**src/rtl/fusion_pipe_pkg.sv**
```systemverilog
// ---------------------------------------------------------------------------
// fusion_pipe_pkg
//  Shared constants and types for the decode/issue pipeline slice.
//  - NUM_REGS / REG_AW : architectural register file geometry
//  - CNT_W             : width of the post-branch flush counter (holds 1..7)
//  - issue_state_e     : issue controller FSM encoding
//  - reg_onehot()      : register address to one-hot vector, r0 always masked
// ---------------------------------------------------------------------------
package fusion_pipe_pkg;

    localparam int NUM_REGS = 32;
    localparam int REG_AW   = 5;
    localparam int CNT_W    = 3;

    typedef enum logic [1:0] {
        ST_RUN   = 2'd0,
        ST_DRAIN = 2'd1,
        ST_FLUSH = 2'd2
    } issue_state_e;

    // r0 is hard-wired, so it never appears in a set or clear vector.
    function automatic logic [NUM_REGS-1:0] reg_onehot(input logic en,
                                                       input logic [REG_AW-1:0] addr);
        logic [NUM_REGS-1:0] vec;
        vec = '0;
        if (en && (addr != '0)) begin
            vec[addr] = 1'b1;
        end
        return vec;
    endfunction

endpackage

```
**src/rtl/decode_issue_ctrl_32_scoreboard.sv**
```systemverilog
// ---------------------------------------------------------------------------
// reg_scoreboard
//  Pending-write scoreboard: one bit per architectural register, set when an
//  instruction writing that register issues, cleared when its writeback
//  retires. Three combinational read ports see the writeback-bypassed view
//  when WB_BYPASS=1.
// Ports
//  clk_in, reset_in          clock, async active-low reset
//  set_valid, set_rd         issuing instruction's destination
//  wb_valid, wb_rd           retiring writeback destination
//  rd_a, rd_b, rd_c          read port addresses
//  hit_a, hit_b, hit_c       register pending (effective view)
//  pending                   raw scoreboard vector
//  pending_post_wb           scoreboard with this cycle's writeback removed
// ---------------------------------------------------------------------------
module reg_scoreboard
    import fusion_pipe_pkg::*;
#(
    parameter bit WB_BYPASS = 1'b1
) (
    input  logic                clk_in,
    input  logic                reset_in,
    input  logic                set_valid,
    input  logic [REG_AW-1:0]   set_rd,
    input  logic                wb_valid,
    input  logic [REG_AW-1:0]   wb_rd,
    input  logic [REG_AW-1:0]   rd_a,
    input  logic [REG_AW-1:0]   rd_b,
    input  logic [REG_AW-1:0]   rd_c,
    output logic                hit_a,
    output logic                hit_b,
    output logic                hit_c,
    output logic [NUM_REGS-1:0] pending,
    output logic [NUM_REGS-1:0] pending_post_wb
);

    logic [NUM_REGS-1:0] wb_clr;
    logic [NUM_REGS-1:0] set_vec;
    logic [NUM_REGS-1:0] pend_eff;

    assign wb_clr          = reg_onehot(wb_valid, wb_rd);
    assign set_vec         = reg_onehot(set_valid, set_rd);
    assign pending_post_wb = pending & ~wb_clr;
    assign pend_eff        = WB_BYPASS ? pending_post_wb : pending;

    // Bit 0 is never set, so r0 reads always return 0.
    assign hit_a = pend_eff[rd_a];
    assign hit_b = pend_eff[rd_b];
    assign hit_c = pend_eff[rd_c];

    // Clear is applied first so a same-register issue in the wb cycle
    // leaves the bit set for the newer writer.
    // NOTE: state registers use non-blocking (<=) so every flop samples
    // pre-edge values; the async reset sits in the sensitivity list.
    always_ff @(posedge clk_in or negedge reset_in) begin
        if (!reset_in) begin
            pending <= '0;
        end else begin
            pending <= pending_post_wb | set_vec;
        end
    end

endmodule

```
**src/rtl/decode_issue_ctrl_32.sv**
```systemverilog
// ---------------------------------------------------------------------------
// decode_issue_ctrl_32
//  Issue/hazard controller between decode_32 and execute. Stalls decode on
//  RAW/WAW hazards against the register scoreboard, drains outstanding
//  writes before memsync/syscall, and suppresses issue for FLUSH_CYCLES
//  after a taken PC change.
// Ports
//  clk_in, reset_in        clock, async active-low reset
//  dec_*_in                decoded instruction (valid, sources, dest, sync kinds)
//  wb_valid_in, wb_rd_in   writeback retiring a register write
//  pc_taken_in             execute resolved a taken branch/jump
//  stall_out               hold the instruction in decode (combinational)
//  issue_valid_out         instruction accepted into execute (combinational)
//  flush_out               registered one-cycle squash pulse
//  drain_busy_out          FSM is in DRAIN
//  pending_out             scoreboard vector
// ---------------------------------------------------------------------------
module decode_issue_ctrl_32
    import fusion_pipe_pkg::*;
#(
    parameter int unsigned FLUSH_CYCLES = 2,
    parameter bit          WB_BYPASS    = 1'b1
) (
    input  logic                clk_in,
    input  logic                reset_in,
    input  logic                dec_valid_in,
    input  logic [REG_AW-1:0]   dec_rsa_in,
    input  logic [REG_AW-1:0]   dec_rsb_in,
    input  logic [REG_AW-1:0]   dec_rd_in,
    input  logic                dec_memsync_in,
    input  logic                dec_syscall_in,
    input  logic                wb_valid_in,
    input  logic [REG_AW-1:0]   wb_rd_in,
    input  logic                pc_taken_in,
    output logic                stall_out,
    output logic                issue_valid_out,
    output logic                flush_out,
    output logic                drain_busy_out,
    output logic [NUM_REGS-1:0] pending_out
);

    localparam logic [CNT_W-1:0] FLUSH_LOAD = CNT_W'(FLUSH_CYCLES);

    issue_state_e        state, state_next;
    logic [CNT_W-1:0]    flush_cnt, flush_cnt_next;
    logic                stall_raw, issue_raw;
    logic                hit_a, hit_b, hit_c;
    logic                hazard, sync_insn, run_pending;
    logic [NUM_REGS-1:0] pending_post_wb;

    reg_scoreboard #(
        .WB_BYPASS (WB_BYPASS)
    ) u_scoreboard (
        .clk_in          (clk_in),
        .reset_in        (reset_in),
        .set_valid       (issue_valid_out),
        .set_rd          (dec_rd_in),
        .wb_valid        (wb_valid_in),
        .wb_rd           (wb_rd_in),
        .rd_a            (dec_rsa_in),
        .rd_b            (dec_rsb_in),
        .rd_c            (dec_rd_in),
        .hit_a           (hit_a),
        .hit_b           (hit_b),
        .hit_c           (hit_c),
        .pending         (pending_out),
        .pending_post_wb (pending_post_wb)
    );

    // Checking rd as well as the sources catches WAW.
    assign hazard    = dec_valid_in & (hit_a | hit_b | hit_c);
    assign sync_insn = dec_valid_in & (dec_memsync_in | dec_syscall_in);
    // Entering DRAIN uses the same wb-bypassed view as the hazard check, so
    // a sync instruction whose last outstanding write retires now just issues.
    assign run_pending = WB_BYPASS ? (|pending_post_wb) : (|pending_out);

    // NOTE: every always_comb output gets a default before the case so no
    // path leaves it unassigned, which would infer a latch.
    always_comb begin
        state_next     = state;
        flush_cnt_next = flush_cnt;
        stall_raw      = 1'b0;
        issue_raw      = 1'b0;
        case (state)
            ST_RUN: begin
                if (pc_taken_in) begin
                    state_next     = ST_FLUSH;
                    flush_cnt_next = FLUSH_LOAD;
                end else if (sync_insn && run_pending) begin
                    state_next = ST_DRAIN;
                    stall_raw  = 1'b1;
                end else if (hazard) begin
                    stall_raw = 1'b1;
                end else begin
                    issue_raw = dec_valid_in;
                end
            end
            ST_DRAIN: begin
                stall_raw = 1'b1;
                if (pc_taken_in) begin
                    state_next     = ST_FLUSH;
                    flush_cnt_next = FLUSH_LOAD;
                end else if (pending_post_wb == '0) begin
                    state_next = ST_RUN;
                end
            end
            ST_FLUSH: begin
                // Decode refills while flushing, so no stall here.
                if (pc_taken_in) begin
                    flush_cnt_next = FLUSH_LOAD;
                end else if (flush_cnt <= CNT_W'(1)) begin
                    state_next     = ST_RUN;
                    flush_cnt_next = '0;
                end else begin
                    flush_cnt_next = flush_cnt - CNT_W'(1);
                end
            end
            default: begin
                state_next     = ST_RUN;
                flush_cnt_next = '0;
            end
        endcase
    end

    // Combinational outputs are forced low while reset is held.
    assign stall_out       = reset_in & stall_raw;
    assign issue_valid_out = reset_in & issue_raw;
    assign drain_busy_out  = (state == ST_DRAIN);

    always_ff @(posedge clk_in or negedge reset_in) begin
        if (!reset_in) begin
            state     <= ST_RUN;
            flush_cnt <= '0;
            flush_out <= 1'b0;
        end else begin
            state     <= state_next;
            flush_cnt <= flush_cnt_next;
            flush_out <= pc_taken_in;
        end
    end

endmodule

```
**config.mk**
```make
export PLATFORM = sky130hd
export DESIGN_NAME = decode_issue_ctrl_32
export DESIGN_NICKNAME = d
export VERILOG_FILES = /design/src/rtl/fusion_pipe_pkg.sv /design/src/rtl/decode_issue_ctrl_32_scoreboard.sv /design/src/rtl/decode_issue_ctrl_32.sv
export SDC_FILE = /design/constraint.sdc
export NUM_CORES = 1
export LEC_CHECK = 0
export BUFFER_PORTS_ARGS = -buffer_cell sky130_fd_sc_hd__buf_2
export CAP_MARGIN = 20
export CELL_PAD_IN_SITES_DETAIL_PLACEMENT = 2
export CELL_PAD_IN_SITES_GLOBAL_PLACEMENT = 2
export CORE_ASPECT_RATIO = 1.4
export CORE_MARGIN = 2
export CORE_UTILIZATION = 34
export CTS_CLUSTER_DIAMETER = 60
export DETAILED_ROUTE_END_ITERATION = 10
export PLACE_DENSITY = 0.86
export SYNTH_ARGS = -nofsm -noshare
export SYNTH_HDL_FRONTEND = slang
export SYNTH_SLANG_ARGS = --single-unit
```
**constraint.sdc**
```tcl
create_clock -name clk_in -period 2.85 [get_ports clk_in]
set_input_delay 0.1425 -clock clk_in [delete_from_list [all_inputs] [get_ports clk_in]]
set_output_delay 0.1425 -clock clk_in [all_outputs]
set_load 0.01 [all_outputs]
```
* After elaboration in Yosys (flattened, before gate mapping)
Index checks and enable logic that the tools add are counted.
Word-level totals: register bits 38, output and inout port bits 36, word-level logic and storage cells 72
Cells by class: add/sub/neg operators 1, order comparisons 7, equality and inequality tests 7, mux-type cells 31, bitwise operators 10, reductions and logical operators 12
Operator list (count):
- $mux 32 | 2
- $and 32x32->32 | 1
- $logic_not 32->1 | 1
- $not 32->32 | 1
- $or 32x32->32 | 1
- $reduce_or 32->1 | 1
- $lt 5x6->1 const B | 4
- $bmux 1 s5 | 3
- $mux 1 | 12
- $mux 2 | 6
- $demux 1 s5 | 2
- $ge 5x1->1 const B | 2
- $reduce_bool 5->1 | 2
- $mux 3 | 3
- $pmux 2 s3 | 1
- $pmux 3 s2 | 1
- $logic_and 1x1->1 | 5
- $and 1x1->1 | 4
- $ne 2x2->1 const B | 2
- $reduce_and 4->1 | 1
- $le 3x1->1 const B | 1
- $ne 3x2->1 const B | 1
- $ne 3x3->1 const B | 1
- $or 1x1->1 | 3
- other kinds (7) | 7

* Logic depth before layout (Yosys ltp)
depth after elaboration 20, mapped depth 11, depth with buffers taken out 7

* Modules after synthesis
A second synthesis with hierarchy kept.
Second synthesis, totals: cells, all modules 342, area, all modules 2925.3 um^2
Modules (own cells, without submodules):
- reg_scoreboard | instances 1, cells an instance 292, area each 2498.6 um^2
- decode_issue_ctrl_32 | instances 1, cells an instance 50, area each 426.7 um^2

* Worst setup path before layout
OpenSTA, ideal clock, no wires.
path kind input-to-output, start point in dec_rsb_in[0], end point out issue_valid_out, data arrival time 2.218 ns, required time 2.707 ns, path slack 0.489 ns, cell stages on the path 9, cell sequence buf_2 xnor2_1 a32oi_1 o221a_1 a2111oi_0 and4bb_1 nand4b_4 buf_6 nor2_1
Between the ends: word-level cells in the longest chain between the ends 10
RTL lines:
- start: declaration | line decode_issue_ctrl_32.sv:28 | input logic [REG_AW-1:0] dec_rsb_in,
- $bmux 1 s5 | line decode_issue_ctrl_32_scoreboard.sv:48 | assign hit_b = pend_eff[rd_b];
- $mux 1 (implied by the code) | line decode_issue_ctrl_32_scoreboard.sv:48
- $or 1x1->1 (2 in series) | line decode_issue_ctrl_32.sv:71 | assign hazard = dec_valid_in & (hit_a | hit_b | hit_c);
- $and 1x1->1 | line decode_issue_ctrl_32.sv:71
- $mux 1 | line decode_issue_ctrl_32.sv:92 | end else if (hazard) begin
- $mux 1 | line decode_issue_ctrl_32.sv:89 | end else if (sync_insn && run_pending) begin
- $mux 1 | line decode_issue_ctrl_32.sv:86 | if (pc_taken_in) begin
- $mux 1 | line decode_issue_ctrl_32.sv:84 | case (state)
- $and 1x1->1 | line decode_issue_ctrl_32.sv:127 | assign issue_valid_out = reset_in & issue_raw;
- end: declaration | line decode_issue_ctrl_32.sv:36 | output logic issue_valid_out,
No other way between the ends. The select of a mux whose other input is x is not followed.

* Worst setup path after layout
start point in wb_rd_in[2], end point out stall_out
Between the ends: word-level cells in the longest chain between the ends 17, elaborated cells on any way between the ends 26, those cells by class order compare (2); mux (13); bitwise (6); reduce/logical (5)
RTL lines:
- start: declaration | line decode_issue_ctrl_32.sv:33 | input logic [REG_AW-1:0] wb_rd_in,
- $lt 5x6->1 (implied by the code) / $ge 5x1->1 (equally long branches) | line fusion_pipe_pkg.sv:27 | vec[addr] = 1'b1;
- $logic_and 1x1->1 (implied by the code) | line fusion_pipe_pkg.sv:27
- $mux 1 (implied by the code) | line fusion_pipe_pkg.sv:27
- $demux 1 s5
- $mux 32 (*) | line fusion_pipe_pkg.sv:26 | if (en && (addr != '0)) begin
- $not 32->32 (*) | line decode_issue_ctrl_32_scoreboard.sv:43 | assign pending_post_wb = pending & ~wb_clr;
- $and 32x32->32 (*) | line decode_issue_ctrl_32_scoreboard.sv:43
- $bmux 1 s5, on equally long branches | line decode_issue_ctrl_32_scoreboard.sv:47, decode_issue_ctrl_32_scoreboard.sv:48
- $mux 1, on equally long branches | line decode_issue_ctrl_32_scoreboard.sv:47, decode_issue_ctrl_32_scoreboard.sv:48
- $or 1x1->1 (2 in series) | line decode_issue_ctrl_32.sv:71
- $and 1x1->1 | line decode_issue_ctrl_32.sv:71
- $mux 1 | line decode_issue_ctrl_32.sv:92
- $mux 1 (*) | line decode_issue_ctrl_32.sv:89
- $mux 1 (*) | line decode_issue_ctrl_32.sv:86
- $pmux 1 s2 (*) | line decode_issue_ctrl_32.sv:84
- $and 1x1->1 (*) | line decode_issue_ctrl_32.sv:126 | assign stall_out = reset_in & stall_raw;
- end: declaration | line decode_issue_ctrl_32.sv:35 | output logic stall_out,
Mark *: on every way between the ends. The rest lies on a longest branch, timed or not. The select of a mux whose other input is x is not followed.

==> impl_metrics.yaml <==
synth:
  synth_fp_nets: 498
  ys_warn_count: 0
  async_reset_ff_share_pct: 100
  synth.avg_cell_area_um2: 8.23
  ys_ff_latch: 38
  synth-seq-area-share_pct: 24.6
  synth-edff-count: 0
  syn_area_mm2: 0.00386
  postSynthCellCount: 469
  synth_cell_types: 68
  synth_ff_type: "dfrtp_1"
power_and_ir_drop:
  power_density_mw_per_mm2: 474
  ir_drop_v: 0.000452
  p_leak_nw: 1.99
die:
  rows: 46
  die_w_um: 94.1
  coreArea_mm2: 0.0112
  die_h_um: 130
  die_area_mm2: 0.0122
  start_util_pct: 34.4
  ios: 63
clock_tree:
  h-tree-depth: 2
  clock_latency_ps: 290
  clk_pin_slew_worst_paths_ps: 60
  cts.path.max_buffers: 2
  cts-buffers-inserted: 5
  cts_root_buf: "clkbuf_16"
  cts_tree: "done"
  clock-sinks: 38
placement:
  dp_slack_ps: -11.4
  gp_congestion: 0.968
  dpl.hpwl_um: 15200
  port_buffers: 62
cells_and_area:
  mostFrequentLayoutCells: "buf_2 (62), buf_4 (57), o21ai_0 (38)"
  final_common_cell: "buf_2"
  antenna_cells: 0
  drive_gt1_share_pct: 28.1
  post-route-util_pct: 42.6
  syn_to_final_growth_pct: 23.8
  nets: 583
global_routing:
  grt_pass1_vias: 5009
  grt_overflow: 0
  grt_max_degree: 40
  antenna_found_initial: 0
  grtUsageTotal_pct: 32.8
  grt_pass1_wl_um: 30000
setup_path:
  path_class: "in2out"
  cp-start-kind: "input pin"
  r2r-start: "u_scoreboard.pending[23]$_DFF_PN0_"
  critPathMaxFanout: 13
  cp-startpoint: "wb_rd_in[2]"
  arrival_ps: 2700
  rrSetupSlack_ps: 90
  end_kind: "output pin"
  critical_path_required_ps: 2710
sta:
  hold_viol_final: 0
  worst_pin_slew_ps: 695
  period_share_pct: 99.6
  whs_ps: 58.2
  fmax_mhz: 352
  min_period_ps: 2840
  slew_viol_final: 0
  setup_violations: 0
  rsz0062_at_grt: "true"
  slew-limit-headroom_pct: 53.5
  worst_slack_ps: 10.4
  fin_skew_ps: 3.86
route:
  drt_wl_total_um: 20300
  vias_per_cell: 6.83
  vias: 4774
  drtIter0Drc: 419
  dr.pass1.iters: 5
  drcViolationCount: 0
  drt.antenna.violating_nets: 0
  wl_per_cell_um: 29.0
hold_path:
  hold_path_class: "in2reg"
  hp-start: "pc_taken_in"
outcome:
  status: "finished, final reports clean"
run:
  cap_viol_max_count: 0
kinds of logic (layout without fill, tap and decap cells):
| family | Yosys count | after routing | share of synthesized area [%] |
|---|---|---|---|
| AO/OA/AOI/OAI | 157 | 157 | 26.9 |
| XOR/XNOR | 5 | 5 | 1.13 |
| adder cells (fa/ha/maj) | 2 | 2 | 0.648 |
| buffers and inverters | 56 | 142 | 7.52 |
| flip-flops | 38 | 38 | 24.6 |
| multiplexers | 43 | 43 | 12.6 |
| AND/OR/NAND/NOR | 168 | 168 | 26.5 |
routing by layer:
metal  vias to the layer above  track usage [%]  wire (um)
met5                         -                0          0
met4                         0             23.8       1690
met3                       111             5.02       1120
met2                       247             57.2      10200
met1                      2398             35.9       7210
li1                       2018                -          -
synth_stat cells (4+ instances only):
master / n / area [um2]
a2111oi_0: 4 / 35.0
a21oi_1: 12 / 60.1
a311oi_1: 8 / 70.1
a31oi_1: 8 / 50.1
a32oi_1: 4 / 35.0
buf_1: 5 / 18.8
buf_2: 10 / 50.1
buf_6: 9 / 101
clkbuf_1: 19 / 71.3
dfrtp_1: 38 / 951
inv_1: 11 / 41.3
mux2_2: 10 / 113
mux2i_1: 28 / 280
nand2_1: 10 / 37.5
nand2b_1: 12 / 75.1
nand3_1: 9 / 45.0
nand4_1: 36 / 225
nand4b_1: 4 / 35.0
nand4bb_1: 5 / 56.3
nor2_1: 31 / 116
nor2b_1: 6 / 37.5
nor3_1: 16 / 80.1
nor3b_1: 4 / 30.0
nor4_1: 8 / 50.1
o211ai_1: 6 / 45.0
o21a_1: 5 / 37.5
o21ai_0: 41 / 205
o21ai_1: 27 / 135
o21bai_1: 5 / 37.5
o22ai_1: 5 / 31.3
o311a_1: 4 / 40.0
o311ai_0: 4 / 35.0
o31ai_1: 4 / 30.0
or3_1: 5 / 31.3
worst paths after layout:
kind                                                      end  cells after the start
setup / recovery                                    stall_out                     10
hold / removal                            flush_out$_DFF_PN0_                      1
setup reg to reg           u_scoreboard.pending[27]$_DFF_PN0_                     10
hold reg to reg                      flush_cnt[1]$_DFFE_PN0P_                      2
max in group asynchronous  u_scoreboard.pending[14]$_DFF_PN0_                      3
min in group asynchronous                 flush_out$_DFF_PN0_                      3
critical path: stages:
cell,delay [ps]
buf_2,170
nand4bb_1,480
buf_4,300
o311ai_0,330
o31a_1,210
o2111ai_1,130
and4bb_1,330
nand4b_4,170
o2111a_1,290
buf_2,140
power breakdown:
| part | internal (W) | leakage, nW | total [W] | switching [W] |
|---|---|---|---|---|
| Sequential | 0.000597 | 0.512 | 0.000685 | 0.0000882 |
| Clock | 0.000414 | 0.0781 | 0.000647 | 0.000233 |
| Combinational | 0.000352 | 1.39 | 0.000933 | 0.000581 |
stage by stage:
step	cell area [um2]	std cells	power, W	TNS [ps]
after CTS	4750	697	0.00225	0
final	4780	699	0.00226	0
after floorplan	3860	469	0.00122	0
after detailed placement	4530	685	0.00153	-12.5
after global placement	4530	685	0.00147	0
after global routing	4780	699	0.00236	-66.7
cell type report:
| class | count | area, um2 |
|---|---|---|
| clock inverter | 1 | 30.0 |
| inverter | 13 | 48.8 |
| tap | 144 | 180 |
| multi-input combinational | 375 | 2660 |
| timing repair buffer | 121 | 768 |
| fill | 1278 | 6440 |
| clock buffer | 7 | 133 |
| sequential | 38 | 956 |
state kept, by name, summed over array words and instances (netlist names):
register and flops:
flush_cnt 3, state 2, flush_out 1, u_scoreboard.pending 32
what timing repair did:
item                                   4_1_cts  5_1_grt
hold buffers                                 1        0
setup endpoints to repair                    2        2
gates resized for setup                      8        9
pin swaps                                    7        3
endpoints found under the hold margin       38        0
buffers inserted                             3        2
Note: power is estimated with default switching activity, not from simulation.
